`src/rtl/fetch_queue.sv`:
```
// fetch_queue: in-order instruction prefetcher between instruction memory and IF/ID.
// Latency: a response word is visible at the FIFO head the cycle after it returns. There is no bypass.
// Backpressure: requests are credit-limited so that queued plus live in-flight words never exceed DEPTH.
//              A stall on inst_ready therefore halts fetch once the queue is full.
// Ports:
//   clk, rst (async, active-low)
//   redirect/redirect_pc                             : flush and restart fetch from a new PC
//   imem_req_valid/ready/addr                        : fetch request channel
//   imem_rsp_valid/data                              : in-order response channel (valid only)
//   inst_valid/ready, inst, inst_pc_plus4            : FIFO head toward IF/ID
module fetch_queue #(
   parameter int unsigned DEPTH    = 4,
   parameter int unsigned MAX_OUT  = 2,
   parameter logic [31:0] RESET_PC = 32'h0
) (
   input  logic        clk,
   input  logic        rst,
   input  logic        redirect,
   input  logic [31:0] redirect_pc,
   output logic        imem_req_valid,
   input  logic        imem_req_ready,
   output logic [31:0] imem_req_addr,
   input  logic        imem_rsp_valid,
   input  logic [31:0] imem_rsp_data,
   output logic        inst_valid,
   input  logic        inst_ready,
   output logic [31:0] inst,
   output logic [31:0] inst_pc_plus4
);

   localparam int unsigned AW = $clog2(DEPTH);
   localparam int unsigned CW = $clog2(DEPTH + 1);
   localparam int unsigned OW = $clog2(MAX_OUT + 1);
   localparam int unsigned SW = ((CW > OW) ? CW : OW) + 1;

   typedef struct packed {
      logic [31:0] pc_plus4;
      logic [31:0] inst;
   } entry_t;

   entry_t          mem_q [DEPTH];
   entry_t          mem_d [DEPTH];
   logic [AW-1:0]   rd_ptr_q, rd_ptr_d;
   logic [AW-1:0]   wr_ptr_q, wr_ptr_d;
   logic [CW-1:0]   count_q, count_d;
   logic [OW-1:0]   outstanding_q, outstanding_d;
   logic [OW-1:0]   discard_q, discard_d;
   logic [31:0]     fetch_pc_q, fetch_pc_d;
   logic [31:0]     rsp_pc_q, rsp_pc_d;

   logic [OW-1:0]   live;
   logic [SW-1:0]   credit_used;
   logic            req_fire;
   logic            rsp_ok;
   logic            push;
   logic            pop;

   // Handshake and credit logic.
   always_comb begin
      // Squashed words still occupy a memory slot but never land in the FIFO,
      // so only the live ones consume FIFO credit.
      live           = outstanding_q - discard_q;
      credit_used    = SW'(count_q) + SW'(live);
      imem_req_valid = !redirect && (outstanding_q < OW'(MAX_OUT)) && (credit_used < SW'(DEPTH));
      imem_req_addr  = fetch_pc_q;
      req_fire       = imem_req_valid && imem_req_ready;
      // A response with nothing outstanding is illegal and is ignored.
      rsp_ok         = imem_rsp_valid && (outstanding_q != '0);
      // Responses in a redirect cycle belong to the old stream and are dropped.
      push           = rsp_ok && !redirect && (discard_q == '0);
      inst_valid     = (count_q != '0) && !redirect;
      pop            = inst_valid && inst_ready;
      inst           = mem_q[rd_ptr_q].inst;
      inst_pc_plus4  = mem_q[rd_ptr_q].pc_plus4;
   end

   // Next-state logic.
   always_comb begin
      mem_d = mem_q;
      if (push) begin
         mem_d[wr_ptr_q] = '{pc_plus4: rsp_pc_q + 32'd4, inst: imem_rsp_data};
      end

      outstanding_d = outstanding_q + OW'(req_fire) - OW'(rsp_ok);

      if (redirect) begin
         fetch_pc_d = redirect_pc;
         rsp_pc_d   = redirect_pc;
         rd_ptr_d   = wr_ptr_q;
         wr_ptr_d   = wr_ptr_q;
         count_d    = '0;
         // Every word still in flight after this edge belongs to the old stream.
         discard_d  = outstanding_q - OW'(rsp_ok);
      end else begin
         fetch_pc_d = req_fire ? fetch_pc_q + 32'd4 : fetch_pc_q;
         rsp_pc_d   = push ? rsp_pc_q + 32'd4 : rsp_pc_q;
         rd_ptr_d   = pop ? rd_ptr_q + AW'(1) : rd_ptr_q;
         wr_ptr_d   = push ? wr_ptr_q + AW'(1) : wr_ptr_q;
         count_d    = count_q + CW'(push) - CW'(pop);
         discard_d  = discard_q - OW'(rsp_ok && (discard_q != '0));
      end
   end

   // The storage array is cleared so that the head fields read zero out of reset.
   always_ff @(posedge clk or negedge rst) begin
      if (!rst) begin
         for (int i = 0; i < int'(DEPTH); i++) begin
            mem_q[i] <= '0;
         end
         rd_ptr_q      <= '0;
         wr_ptr_q      <= '0;
         count_q       <= '0;
         outstanding_q <= '0;
         discard_q     <= '0;
         fetch_pc_q    <= RESET_PC;
         rsp_pc_q      <= RESET_PC;
      end else begin
         for (int i = 0; i < int'(DEPTH); i++) begin
            mem_q[i] <= mem_d[i];
         end
         rd_ptr_q      <= rd_ptr_d;
         wr_ptr_q      <= wr_ptr_d;
         count_q       <= count_d;
         outstanding_q <= outstanding_d;
         discard_q     <= discard_d;
         fetch_pc_q    <= fetch_pc_d;
         rsp_pc_q      <= rsp_pc_d;
      end
   end

   a_rsp_without_req : assert property (@(posedge clk) disable iff (!rst)
      imem_rsp_valid |-> (outstanding_q != '0));

   a_push_when_full : assert property (@(posedge clk) disable iff (!rst)
      push |-> (count_q != CW'(DEPTH)));

endmodule

```
`config.mk`:
```
export PLATFORM = sky130hd
export DESIGN_NAME = fetch_queue
export DESIGN_NICKNAME = d
export VERILOG_FILES = /design/src/rtl/fetch_queue.sv
export SDC_FILE = /design/constraint.sdc
export NUM_CORES = 1
export LEC_CHECK = 0
export CORE_MARGIN = 2
export CORE_UTILIZATION = 61
export CTS_CLUSTER_DIAMETER = 150
export DETAILED_ROUTE_END_ITERATION = 8
export PLACE_DENSITY = 0.88
export SETUP_SLACK_MARGIN = 0.2
export SYNTH_ARGS = -nofsm -noshare
export SYNTH_HDL_FRONTEND = slang
export SYNTH_SLANG_ARGS = --single-unit
```
`constraint.sdc`:
```
create_clock -name clk -period 4.96 [get_ports clk]
set_input_delay 1.488 -clock clk [delete_from_list [all_inputs] [get_ports clk]]
set_output_delay 1.488 -clock clk [all_outputs]
set_load 0.005 [all_outputs]
```
== Word level (Yosys, flattened, before mapping) ==
Index checks and enable logic that the tools add are counted.
Word-level totals
  register bits after elaboration: 331
  latch bits: 0
  bits in writable memories: 0
  memory bits (read-only): 0
  output and inout port bits: 98
  memories: 0
Operators by class
  $add $sub $neg: 12
  multiply operators: 0
  divide/modulo/power cells: 0
  magnitude comparators: 5
  eq/ne operators: 0
  shift-type cells: 0
  muxes and demuxes: 14
  bitwise logic cells: 3
  reductions and logical operators: 19
Operator list (count)
  $bwmux 256: 1
  $mux 64: 3
  $bmux 64 s2: 1
  $demux 64 s2: 1
  $mux 32: 4
  $add 32x3->32 const B: 2
  $logic_and 1x1->1: 10
  $reduce_bool 2->1: 5
  $ge 3x3->1 const B: 2
  $mux 2: 3
  $not 2->3: 2
  $sub 2x1->2: 3
  $add 2x1->2 const B: 2
  $add 3x2->4: 1
  $lt 4x3->1 const B: 1
  $add 3x1->3: 1
  $lt 3x1->1 const B: 1
  $mux 3: 1
  $reduce_bool 3->1: 1
  $sub 3x1->3: 1
  $add 2x1->2: 1
  $logic_not 2->1: 1
  $lt 2x2->1 const B: 1
  $reduce_and 2->1: 1
  other kinds (3): 3

== Depth between registers and ports, before layout ==
Gate-level depths: netlist (run 1).
  depth after elaboration: 7
  depth in mapped cells: 14
  gate-level depth less buffers: 13

== Worst setup path after synthesis (run 1) ==
Ideal clock, no wire load.
  path kind: input -> output
  start point: in redirect
  end point: out imem_req_valid
  arrival: 2.297 ns
  required time: 3.472 ns
  slack: 1.175 ns
  cell stages on the path: 4
  buffers on the path: 2
  cells stage by stage: clkbuf_1 -> clkinv_1 -> clkbuf_1 -> and3_1
Between the ends
  word-level cells in the longest chain between the ends: 3
RTL lines
  start: declaration: line 18  | input logic redirect,
  $logic_not 1->1: line 64  | imem_req_valid = !redirect && (outstanding_q < OW'(MAX_OUT)) && (credit_used < SW'(DEPTH));
  $logic_and 1x1->1 (2 in series): line 64
  end: declaration: line 20  | output logic imem_req_valid,
Every way passes these cells.

== Worst setup path after layout (run 1) ==
  start point: in redirect
  end point: out inst_valid
Between the ends
  word-level cells in the longest chain between the ends: 2
RTL lines
  $logic_not 1->1: line 71  | inst_valid = (count_q != '0) && !redirect;
  $logic_and 1x1->1: line 71
  end: declaration: line 25  | output logic inst_valid,
Every way passes these cells.

==> results of run 1 <==
final cells by class:
class	count	share of cell area (%)
flip-flops and latches	331	44.66
repair buffers	187	10.45
clock inverters	9	0.3978
inverters	18	0.3641
multi-input cells	794	36.36
well taps	330	2.225
clock buffers	51	5.542
routing by layer:
| metal | GRT usage (%) | vias to the layer above |
|---|---|---|
| met2 | 44.63 | 405 |
| met4 | 8.447 | 0 |
| met3 | 4.647 | 73 |
| met1 | 37.79 | 5281 |
| met5 | 0 | - |
| li1 | - | 4670 |
critical path, cell delays in order:
cell	delay [ns]
sky130_fd_sc_hd__clkdlybuf4s50_1	0.46
sky130_fd_sc_hd__buf_4	0.22
sky130_fd_sc_hd__nor2_1	0.15
sky130_fd_sc_hd__clkdlybuf4s50_1	0.52
through the flow:
step	total power, mW	hold WS [ns]	setup WS [ns]	instance area (um^2)
floorplan	6.356	0.4446	1.175	15450
finish	10.55	0.4755	0.6413	18560
global route	11.13	0.4991	0.5537	18560
global placement	7.793	0.4553	0.6808	17460
detailed placement	8.012	0.4651	0.6461	17460
CTS	10.61	0.4791	0.6342	18560
state kept, by name, indices dropped and copies added, names as in the netlist:
| signal | cells |
|---|---|
| imem_req_addr | 32 |
| count_q | 3 |
| outstanding_q | 2 |
| mem_q | 256 |
| rd_ptr_q | 2 |
| discard_q | 2 |
| wr_ptr_q | 2 |
| rsp_pc_q | 32 |
kinds of logic after synthesis:
logic type,after synthesis,share of synthesized area [%]
buffers and inverters,95,2.867
adders and majority gates,15,1.263
DFF,331,53.62
AOI/OAI and AO/OA,153,5.321
xor gates and xnor gates,91,5.159
and+or+nand+nor,291,9.355
muxes,244,22.42
where the power goes:
part | internal [mW] | total (mW) | leakage (nW) | switching [mW]
registers | 3.71 | 4.44 | 4.19 | 0.734
logic | 2.22 | 3.58 | 3.34 | 1.36
clock network | 1.49 | 2.53 | 0.548 | 1.04
total | 7.42 | 10.5 | 8.08 | 3.13
synth_stat cells, types with 3 or more instances:
master / count / share of area (%)
sky130_fd_sc_hd__dfrtp_1: 331 / 54
sky130_fd_sc_hd__mux2_2: 176 / 13
sky130_fd_sc_hd__nand2_1: 135 / 3.3
sky130_fd_sc_hd__o21ai_0: 118 / 3.8
sky130_fd_sc_hd__mux4_2: 64 / 9.3
sky130_fd_sc_hd__xnor2_1: 56 / 3.2
sky130_fd_sc_hd__xor2_1: 35 / 2.0
sky130_fd_sc_hd__nand3_1: 34 / 1.1
sky130_fd_sc_hd__clkbuf_1: 32 / 0.78
sky130_fd_sc_hd__buf_2: 30 / 0.97
sky130_fd_sc_hd__nand4_1: 30 / 1.2
sky130_fd_sc_hd__nor2_1: 27 / 0.66
sky130_fd_sc_hd__inv_1: 17 / 0.41
sky130_fd_sc_hd__a21oi_1: 14 / 0.45
sky130_fd_sc_hd__ha_1: 14 / 1.1
sky130_fd_sc_hd__and4_1: 13 / 0.74
sky130_fd_sc_hd__buf_4: 13 / 0.63
sky130_fd_sc_hd__nor3_1: 12 / 0.39
sky130_fd_sc_hd__and3_1: 11 / 0.45
sky130_fd_sc_hd__a21boi_0: 9 / 0.44
sky130_fd_sc_hd__nand2b_1: 6 / 0.24
sky130_fd_sc_hd__and2_1: 5 / 0.20
sky130_fd_sc_hd__mux2i_1: 4 / 0.26
sky130_fd_sc_hd__nand2_2: 4 / 0.16
sky130_fd_sc_hd__a31oi_1: 3 / 0.12
sky130_fd_sc_hd__nor4_1: 3 / 0.12
sky130_fd_sc_hd__o21a_1: 3 / 0.15
sky130_fd_sc_hd__o31a_1: 3 / 0.17
worst min-delay path by stage:
stage          startpoint  cells past startpoint    endpoint  slack, ns
6_report       mem_q[119]                      2  mem_q[119]       0.48
5_1_grt         mem_q[41]                      2   mem_q[41]       0.50
4_1_cts        mem_q[119]                      2  mem_q[119]       0.48
3_5_place_dp   mem_q[122]                      2  mem_q[122]       0.47
3_3_place_gp   mem_q[122]                      2  mem_q[122]       0.46
2_1_floorplan  mem_q[100]                      2  mem_q[100]       0.44
==> run_summary.xml, run 1 <==
<?xml version="1.0" encoding="UTF-8"?>
<metrics>
  <group name="logic_synthesis">
    <metric name="netlist_area" unit="um^2">15450</metric>
    <metric name="synth-edff-count" unit="">0</metric>
    <metric name="synth.ff_latch_count" unit="">331</metric>
    <metric name="synthesis.nets" unit="">1305</metric>
    <metric name="synth_sequential_area_ratio" unit="%">53.62</metric>
    <metric name="post_synth_num_cell_types" unit="">43</metric>
    <metric name="synthesis.yosys.warnings" unit="">0</metric>
    <metric name="postSynthCellCount" unit="">1220</metric>
    <metric name="synth.avg_cell_area" unit="um^2">12.66</metric>
    <metric name="postSynth.asyncResetShare" unit="%">100.0</metric>
    <metric name="synth_ff_type" unit="">sky130_fd_sc_hd__dfrtp_1</metric>
  </group>
  <group name="routing">
    <metric name="routed-via-count" unit="">10430</metric>
    <metric name="detail-route-antenna-nets" unit="">0</metric>
    <metric name="avgRoutedWirePerCell" unit="um">20.38</metric>
    <metric name="highest-signal-layer" unit="">met4</metric>
    <metric name="met3WireLength" unit="um">2225</metric>
    <metric name="drt-met1-wl" unit="um">14980</metric>
    <metric name="drt-initial-drc-count" unit="">718</metric>
    <metric name="met2_routed_wl" unit="um">16840</metric>
    <metric name="detailedRoute.firstPassIterationCount" unit="">5</metric>
    <metric name="detail_route.wirelength" unit="um">35050</metric>
    <metric name="post_route_drc" unit="">0</metric>
    <metric name="detail_route.vias_per_cell" unit="">6.063</metric>
  </group>
  <group name="placed_design">
    <metric name="dp.final_hpwl" unit="um">22280</metric>
    <metric name="globalplace.congestion" unit="">0.8787</metric>
    <metric name="place.port_buffers" unit="">167</metric>
    <metric name="total_placed_cells_including_tap_cells" unit="">1660</metric>
  </group>
  <group name="global_routing">
    <metric name="wire_length_of_the_first_global_routing_pass" unit="um">57250</metric>
    <metric name="global_route.overflow_total" unit="">0</metric>
    <metric name="first_global_vias" unit="">10980</metric>
    <metric name="gr-usage-all-layers" unit="%">27.27</metric>
    <metric name="grt_max_degree" unit="">142</metric>
    <metric name="antenna_violations_before_repair" unit="">0</metric>
  </group>
  <group name="clock_network">
    <metric name="cts_tree" unit="">done</metric>
    <metric name="clk_buf_depth" unit="">3</metric>
    <metric name="cts_setup_buffers" unit="">0</metric>
    <metric name="cts_hold_buf" unit="">0</metric>
    <metric name="clk_latency" unit="ns">0.52</metric>
    <metric name="total_of_cells_resized_after_clock_tree_synthesis" unit="">0</metric>
    <metric name="ctsRootBufferMaster" unit="">sky130_fd_sc_hd__clkbuf_16</metric>
    <metric name="clk_transition_reported_paths" unit="ns">0.06</metric>
    <metric name="cts_htree_levels" unit="">2</metric>
    <metric name="cts_made_buffers" unit="">35</metric>
    <metric name="clock-sinks" unit="">331</metric>
  </group>
  <group name="hold_path">
    <metric name="holdCritPathClass" unit="">register to register</metric>
  </group>
  <group name="worst_setup_path">
    <metric name="crit_fanout" unit="">16</metric>
    <metric name="critPathCaptureType" unit="">output pin</metric>
    <metric name="cp.required" unit="ns">3.47</metric>
    <metric name="setup.reg_to_reg.worst_slack" unit="ns">1.91</metric>
    <metric name="cp-endpoint" unit="">inst_valid</metric>
    <metric name="path_class" unit="">input pin to output pin</metric>
    <metric name="rr_worst_depth" unit="">13</metric>
    <metric name="cp.arrival" unit="ns">2.83</metric>
    <metric name="worst_setup_path_startpoint" unit="">redirect</metric>
    <metric name="worst_r2r_endpoint" unit="">outstanding_q[1]</metric>
    <metric name="critical_path.startpoint_type" unit="">input pin</metric>
    <metric name="r2r_start" unit="">outstanding_q[0]</metric>
  </group>
  <group name="final_layout">
    <metric name="final-instance-count-excl-fill" unit="">1720</metric>
    <metric name="multi_input_comb_area" unit="um^2">6748</metric>
    <metric name="final_cell_mix" unit="">329 x sky130_fd_sc_hd__dfrtp_1, 176 x sky130_fd_sc_hd__mux2_2, 166 x sky130_fd_sc_hd__clkdlybuf4s50_1</metric>
    <metric name="regArea" unit="um^2">8288</metric>
    <metric name="layout.filler_cells" unit="">1569</metric>
    <metric name="syn2layout_area_growth" unit="%">20.13</metric>
    <metric name="final_common_cell" unit="">sky130_fd_sc_hd__dfrtp_1</metric>
    <metric name="num_antenna_cells" unit="">0</metric>
    <metric name="drive_above_1_share" unit="%">23.45</metric>
    <metric name="layout.nets" unit="">1452</metric>
    <metric name="final_util" unit="%">74.12</metric>
  </group>
  <group name="timing">
    <metric name="setup_tns" unit="ns">0</metric>
    <metric name="timing.final.crit_share" unit="%">87.07</metric>
    <metric name="achievable-frequency" unit="GHz">0.2316</metric>
    <metric name="hold_viol" unit="">0</metric>
    <metric name="finalSetupViolations" unit="">0</metric>
    <metric name="skew" unit="ns">0.02263</metric>
    <metric name="finalMaxSlewViolations" unit="">0</metric>
    <metric name="unrepaired_setup_endpoints_after_global_routing" unit="">false</metric>
    <metric name="slew-limit-headroom" unit="%">26.85</metric>
    <metric name="tightest_slew" unit="ns">1.097</metric>
    <metric name="shortest_clock_period_the_worst_path_allows_after_layout" unit="ns">4.319</metric>
  </group>
  <group name="die">
    <metric name="initial_core_util" unit="%">61.70</metric>
    <metric name="floorplan.die.height" unit="um">163.1</metric>
    <metric name="design.die.area" unit="um^2">26610</metric>
    <metric name="io-pin-count" unit="">168</metric>
    <metric name="chipWidth" unit="um">163.1</metric>
    <metric name="num_rows" unit="">58</metric>
    <metric name="core" unit="um^2">25040</metric>
  </group>
  <group name="job">
    <metric name="drv_cap" unit="">0</metric>
  </group>
  <group name="power">
    <metric name="peakVddDrop" unit="mV">0.3935</metric>
    <metric name="leakage" unit="nW">8.078</metric>
    <metric name="powerDensity" unit="nW/um^2">568.5</metric>
  </group>
  <group name="status">
    <metric name="outcome" unit="">finished clean</metric>
  </group>
</metrics>
Note: power is estimated with default switching activity, not from simulation.
==> run 2, diff against run 1 <==
--- a/config.mk
+++ b/config.mk
@@ -9,6 +9,7 @@
 export CORE_UTILIZATION = 61
 export CTS_CLUSTER_DIAMETER = 150
 export DETAILED_ROUTE_END_ITERATION = 8
+export HOLD_SLACK_MARGIN = 0.15
 export PLACE_DENSITY = 0.88
 export SETUP_SLACK_MARGIN = 0.2
 export SYNTH_ARGS = -nofsm -noshare
==> results of run 2 <==
Same layout as run 1: the final DEF is identical, and so are final timing and power.
==> run 3, diff against run 2 <==
--- a/config.mk
+++ b/config.mk
@@ -9,8 +9,8 @@
 export CORE_UTILIZATION = 61
 export CTS_CLUSTER_DIAMETER = 150
 export DETAILED_ROUTE_END_ITERATION = 8
-export HOLD_SLACK_MARGIN = 0.15
-export PLACE_DENSITY = 0.88
+export HOLD_SLACK_MARGIN = 0.05
+export PLACE_DENSITY = 0.83
 export SETUP_SLACK_MARGIN = 0.2
 export SYNTH_ARGS = -nofsm -noshare
 export SYNTH_HDL_FRONTEND = slang
==> run 3 against run 2 <==
Compared with the run above:
- register-to-register slack improved by 0.05 ns
- core utilization increased by 0.23 points
- clock power grew 4%
- flip-flop and latch count unchanged
- sequential share of layout area is 0.14 points lower
- global-route usage decreased by 0.60 points
- worst setup slack better by 0.026 ns
- combinational power grew 1%
- count of clock-buffer cells in the layout unchanged
- final area is 0.32% higher
- critical path type unchanged
- critical endpoint unchanged
- largest cell class unchanged
- largest power group unchanged
==> run_summary.xml, run 3 (synthesized netlist as in run 1, its figures left out) <==
<?xml version="1.0" encoding="UTF-8"?>
<metrics>
  <group name="clock_network">
    <metric name="cts_tree" unit="">done</metric>
    <metric name="ctsRootBufferMaster" unit="">sky130_fd_sc_hd__clkbuf_16</metric>
    <metric name="clk_buf_depth" unit="">3</metric>
    <metric name="total_of_cells_resized_after_clock_tree_synthesis" unit="">0</metric>
    <metric name="cts_htree_levels" unit="">2</metric>
    <metric name="cts_made_buffers" unit="">35</metric>
    <metric name="cts_setup_buffers" unit="">0</metric>
    <metric name="cts_hold_buf" unit="">0</metric>
    <metric name="clk_transition_reported_paths" unit="ns">0.05</metric>
    <metric name="clock-sinks" unit="">331</metric>
    <metric name="clk_latency" unit="ns">0.51</metric>
  </group>
  <group name="timing">
    <metric name="setup_tns" unit="ns">0</metric>
    <metric name="achievable-frequency" unit="GHz">0.2330</metric>
    <metric name="skew" unit="ns">0.01570</metric>
    <metric name="layout_setup_ws" unit="ns">0.6678</metric>
    <metric name="hold_viol" unit="">0</metric>
    <metric name="slew-limit-headroom" unit="%">32.85</metric>
    <metric name="holdWs" unit="ns">0.4723</metric>
    <metric name="tightest_slew" unit="ns">1.004</metric>
    <metric name="timing.final.crit_share" unit="%">86.54</metric>
    <metric name="shortest_clock_period_the_worst_path_allows_after_layout" unit="ns">4.292</metric>
    <metric name="finalSetupViolations" unit="">0</metric>
    <metric name="finalMaxSlewViolations" unit="">0</metric>
    <metric name="unrepaired_setup_endpoints_after_global_routing" unit="">false</metric>
  </group>
  <group name="power">
    <metric name="p_clk_share" unit="%">24.7</metric>
    <metric name="report.power.total" unit="mW">10.63</metric>
    <metric name="netSwitchingPower" unit="mW">3.100</metric>
    <metric name="peakVddDrop" unit="mV">0.3441</metric>
    <metric name="leakage" unit="nW">8.098</metric>
    <metric name="power.share.sequential" unit="%">41.2</metric>
    <metric name="powerDensity" unit="nW/um^2">570.9</metric>
    <metric name="power.combinational.fraction" unit="%">34.1</metric>
    <metric name="power.switching_fraction" unit="%">29.17</metric>
    <metric name="cellInternalPower" unit="mW">7.528</metric>
  </group>
  <group name="final_layout">
    <metric name="final-instance-count-excl-fill" unit="">1722</metric>
    <metric name="layout.nets" unit="">1454</metric>
    <metric name="final_cell_mix" unit="">329 x sky130_fd_sc_hd__dfrtp_1, 176 x sky130_fd_sc_hd__mux2_2, 166 x sky130_fd_sc_hd__clkdlybuf4s50_1</metric>
    <metric name="regArea" unit="um^2">8288</metric>
    <metric name="max_flop_register" unit="">mem_q</metric>
    <metric name="final_common_cell" unit="">sky130_fd_sc_hd__dfrtp_1</metric>
    <metric name="drive_above_1_share" unit="%">23.85</metric>
    <metric name="layout.filler_cells" unit="">1616</metric>
    <metric name="multi_input_comb_area" unit="um^2">6748</metric>
    <metric name="num_antenna_cells" unit="">0</metric>
    <metric name="largest_register_ffs" unit="">256</metric>
    <metric name="syn2layout_area_growth" unit="%">20.51</metric>
  </group>
  <group name="job">
    <metric name="drv_cap" unit="">0</metric>
  </group>
  <group name="status">
    <metric name="outcome" unit="">finished clean</metric>
  </group>
  <group name="global_routing">
    <metric name="grtUsageMet2" unit="%">44.99</metric>
    <metric name="first_global_vias" unit="">10810</metric>
    <metric name="gr-usage-all-layers" unit="%">26.67</metric>
    <metric name="grt_max_degree" unit="">103</metric>
    <metric name="grt.met1_usage" unit="%">36.43</metric>
    <metric name="antenna_violations_before_repair" unit="">0</metric>
    <metric name="globalRoute.busiestLayer" unit="">met2</metric>
    <metric name="wire_length_of_the_first_global_routing_pass" unit="um">56120</metric>
    <metric name="grt.met3_usage" unit="%">4.495</metric>
    <metric name="global_route.overflow_total" unit="">0</metric>
  </group>
  <group name="worst_setup_path">
    <metric name="cp.arrival" unit="ns">2.80</metric>
    <metric name="crit_fanout" unit="">16</metric>
    <metric name="r2r_start" unit="">outstanding_q[0]</metric>
    <metric name="critPathCaptureType" unit="">output pin</metric>
    <metric name="critical_path.startpoint_type" unit="">input pin</metric>
    <metric name="path_class" unit="">input pin to output pin</metric>
    <metric name="cp.required" unit="ns">3.47</metric>
    <metric name="worst_setup_path_startpoint" unit="">redirect</metric>
    <metric name="setup.reg_to_reg.worst_slack" unit="ns">1.96</metric>
    <metric name="worst_r2r_endpoint" unit="">outstanding_q[1]</metric>
    <metric name="rr_worst_depth" unit="">13</metric>
  </group>
  <group name="placed_design">
    <metric name="globalplace.congestion" unit="">0.8616</metric>
    <metric name="dp.final_hpwl" unit="um">22300</metric>
    <metric name="preCtsSetupSlack" unit="ns">0.6690</metric>
    <metric name="place.port_buffers" unit="">167</metric>
    <metric name="total_placed_cells_including_tap_cells" unit="">1662</metric>
  </group>
  <group name="routing">
    <metric name="detail_route.wirelength" unit="um">34040</metric>
    <metric name="avgRoutedWirePerCell" unit="um">19.77</metric>
    <metric name="detailedRoute.firstPassIterationCount" unit="">5</metric>
    <metric name="routed-via-count" unit="">10240</metric>
    <metric name="drt-initial-drc-count" unit="">914</metric>
    <metric name="detail_route.vias_per_cell" unit="">5.944</metric>
    <metric name="detail-route-antenna-nets" unit="">0</metric>
    <metric name="post_route_drc" unit="">0</metric>
  </group>
  <group name="hold_path">
    <metric name="holdCritPathClass" unit="">register to register</metric>
    <metric name="worst_hold_path.endpoint" unit="">mem_q[122]</metric>
    <metric name="min_from" unit="">mem_q[122]</metric>
    <metric name="min_path_cells" unit="">2</metric>
  </group>
  <group name="die">
    <metric name="initial_core_util" unit="%">61.70</metric>
    <metric name="chipWidth" unit="um">163.1</metric>
    <metric name="io-pin-count" unit="">168</metric>
    <metric name="core" unit="um^2">25040</metric>
    <metric name="floorplan.die.height" unit="um">163.1</metric>
    <metric name="num_rows" unit="">58</metric>
    <metric name="design.die.area" unit="um^2">26610</metric>
  </group>
</metrics>
==> run 3: worst max-delay path by stage <==
stage                          end  slack (ns)  cells after the start
detailed placement      inst_valid        0.67                      4
floorplan           imem_req_valid        1.17                      4
CTS                     inst_valid        0.66                      4
global route            inst_valid        0.57                      4
global placement        inst_valid        0.69                      4
finish                  inst_valid        0.67                      4
==> run 3: worst max-delay path, cell delays in order <==
cell and delay, ns:
sky130_fd_sc_hd__clkdlybuf4s50_1 0.45, sky130_fd_sc_hd__buf_4 0.21, sky130_fd_sc_hd__nor2_1 0.14, sky130_fd_sc_hd__clkdlybuf4s50_1 0.51
==> run 3: final cells by class <==
class	count	area share, %
Timing Repair Buffer	189	10.36
Inverter	18	0.3629
Sequential cell	331	44.52
Tap cell	330	2.218
Clock inverter	9	0.5511
Clock buffer	51	5.740
Multi-Input combinational cell	794	36.25
==> run 3: through the flow <==
step	utilization, %	cell area (um^2)
final	74.36	18620
after global placement	69.68	17450
after floorplan	-	15450
after global routing	74.36	18620
after CTS	74.36	18620
after detailed placement	69.68	17450
==> run 3: power by group through the flow <==
stage | Clock, mW | Sequential [mW] | Combinational (mW)
detailed placement | 0 | 4.40 | 3.63
finish | 2.63 | 4.38 | 3.62
global route | 2.79 | 4.50 | 3.94
global placement | 0 | 4.31 | 3.50
CTS | 2.67 | 4.38 | 3.67
floorplan | 0 | 4.12 | 2.24
==> run 3: routing by layer <==
layer / up-vias / part of all wire, %
li1: 4667 / -
met1: 5204 / 43
met2: 313 / 50
met3: 51 / 5.4
met4: 0 / 1.9
met5: - / 0
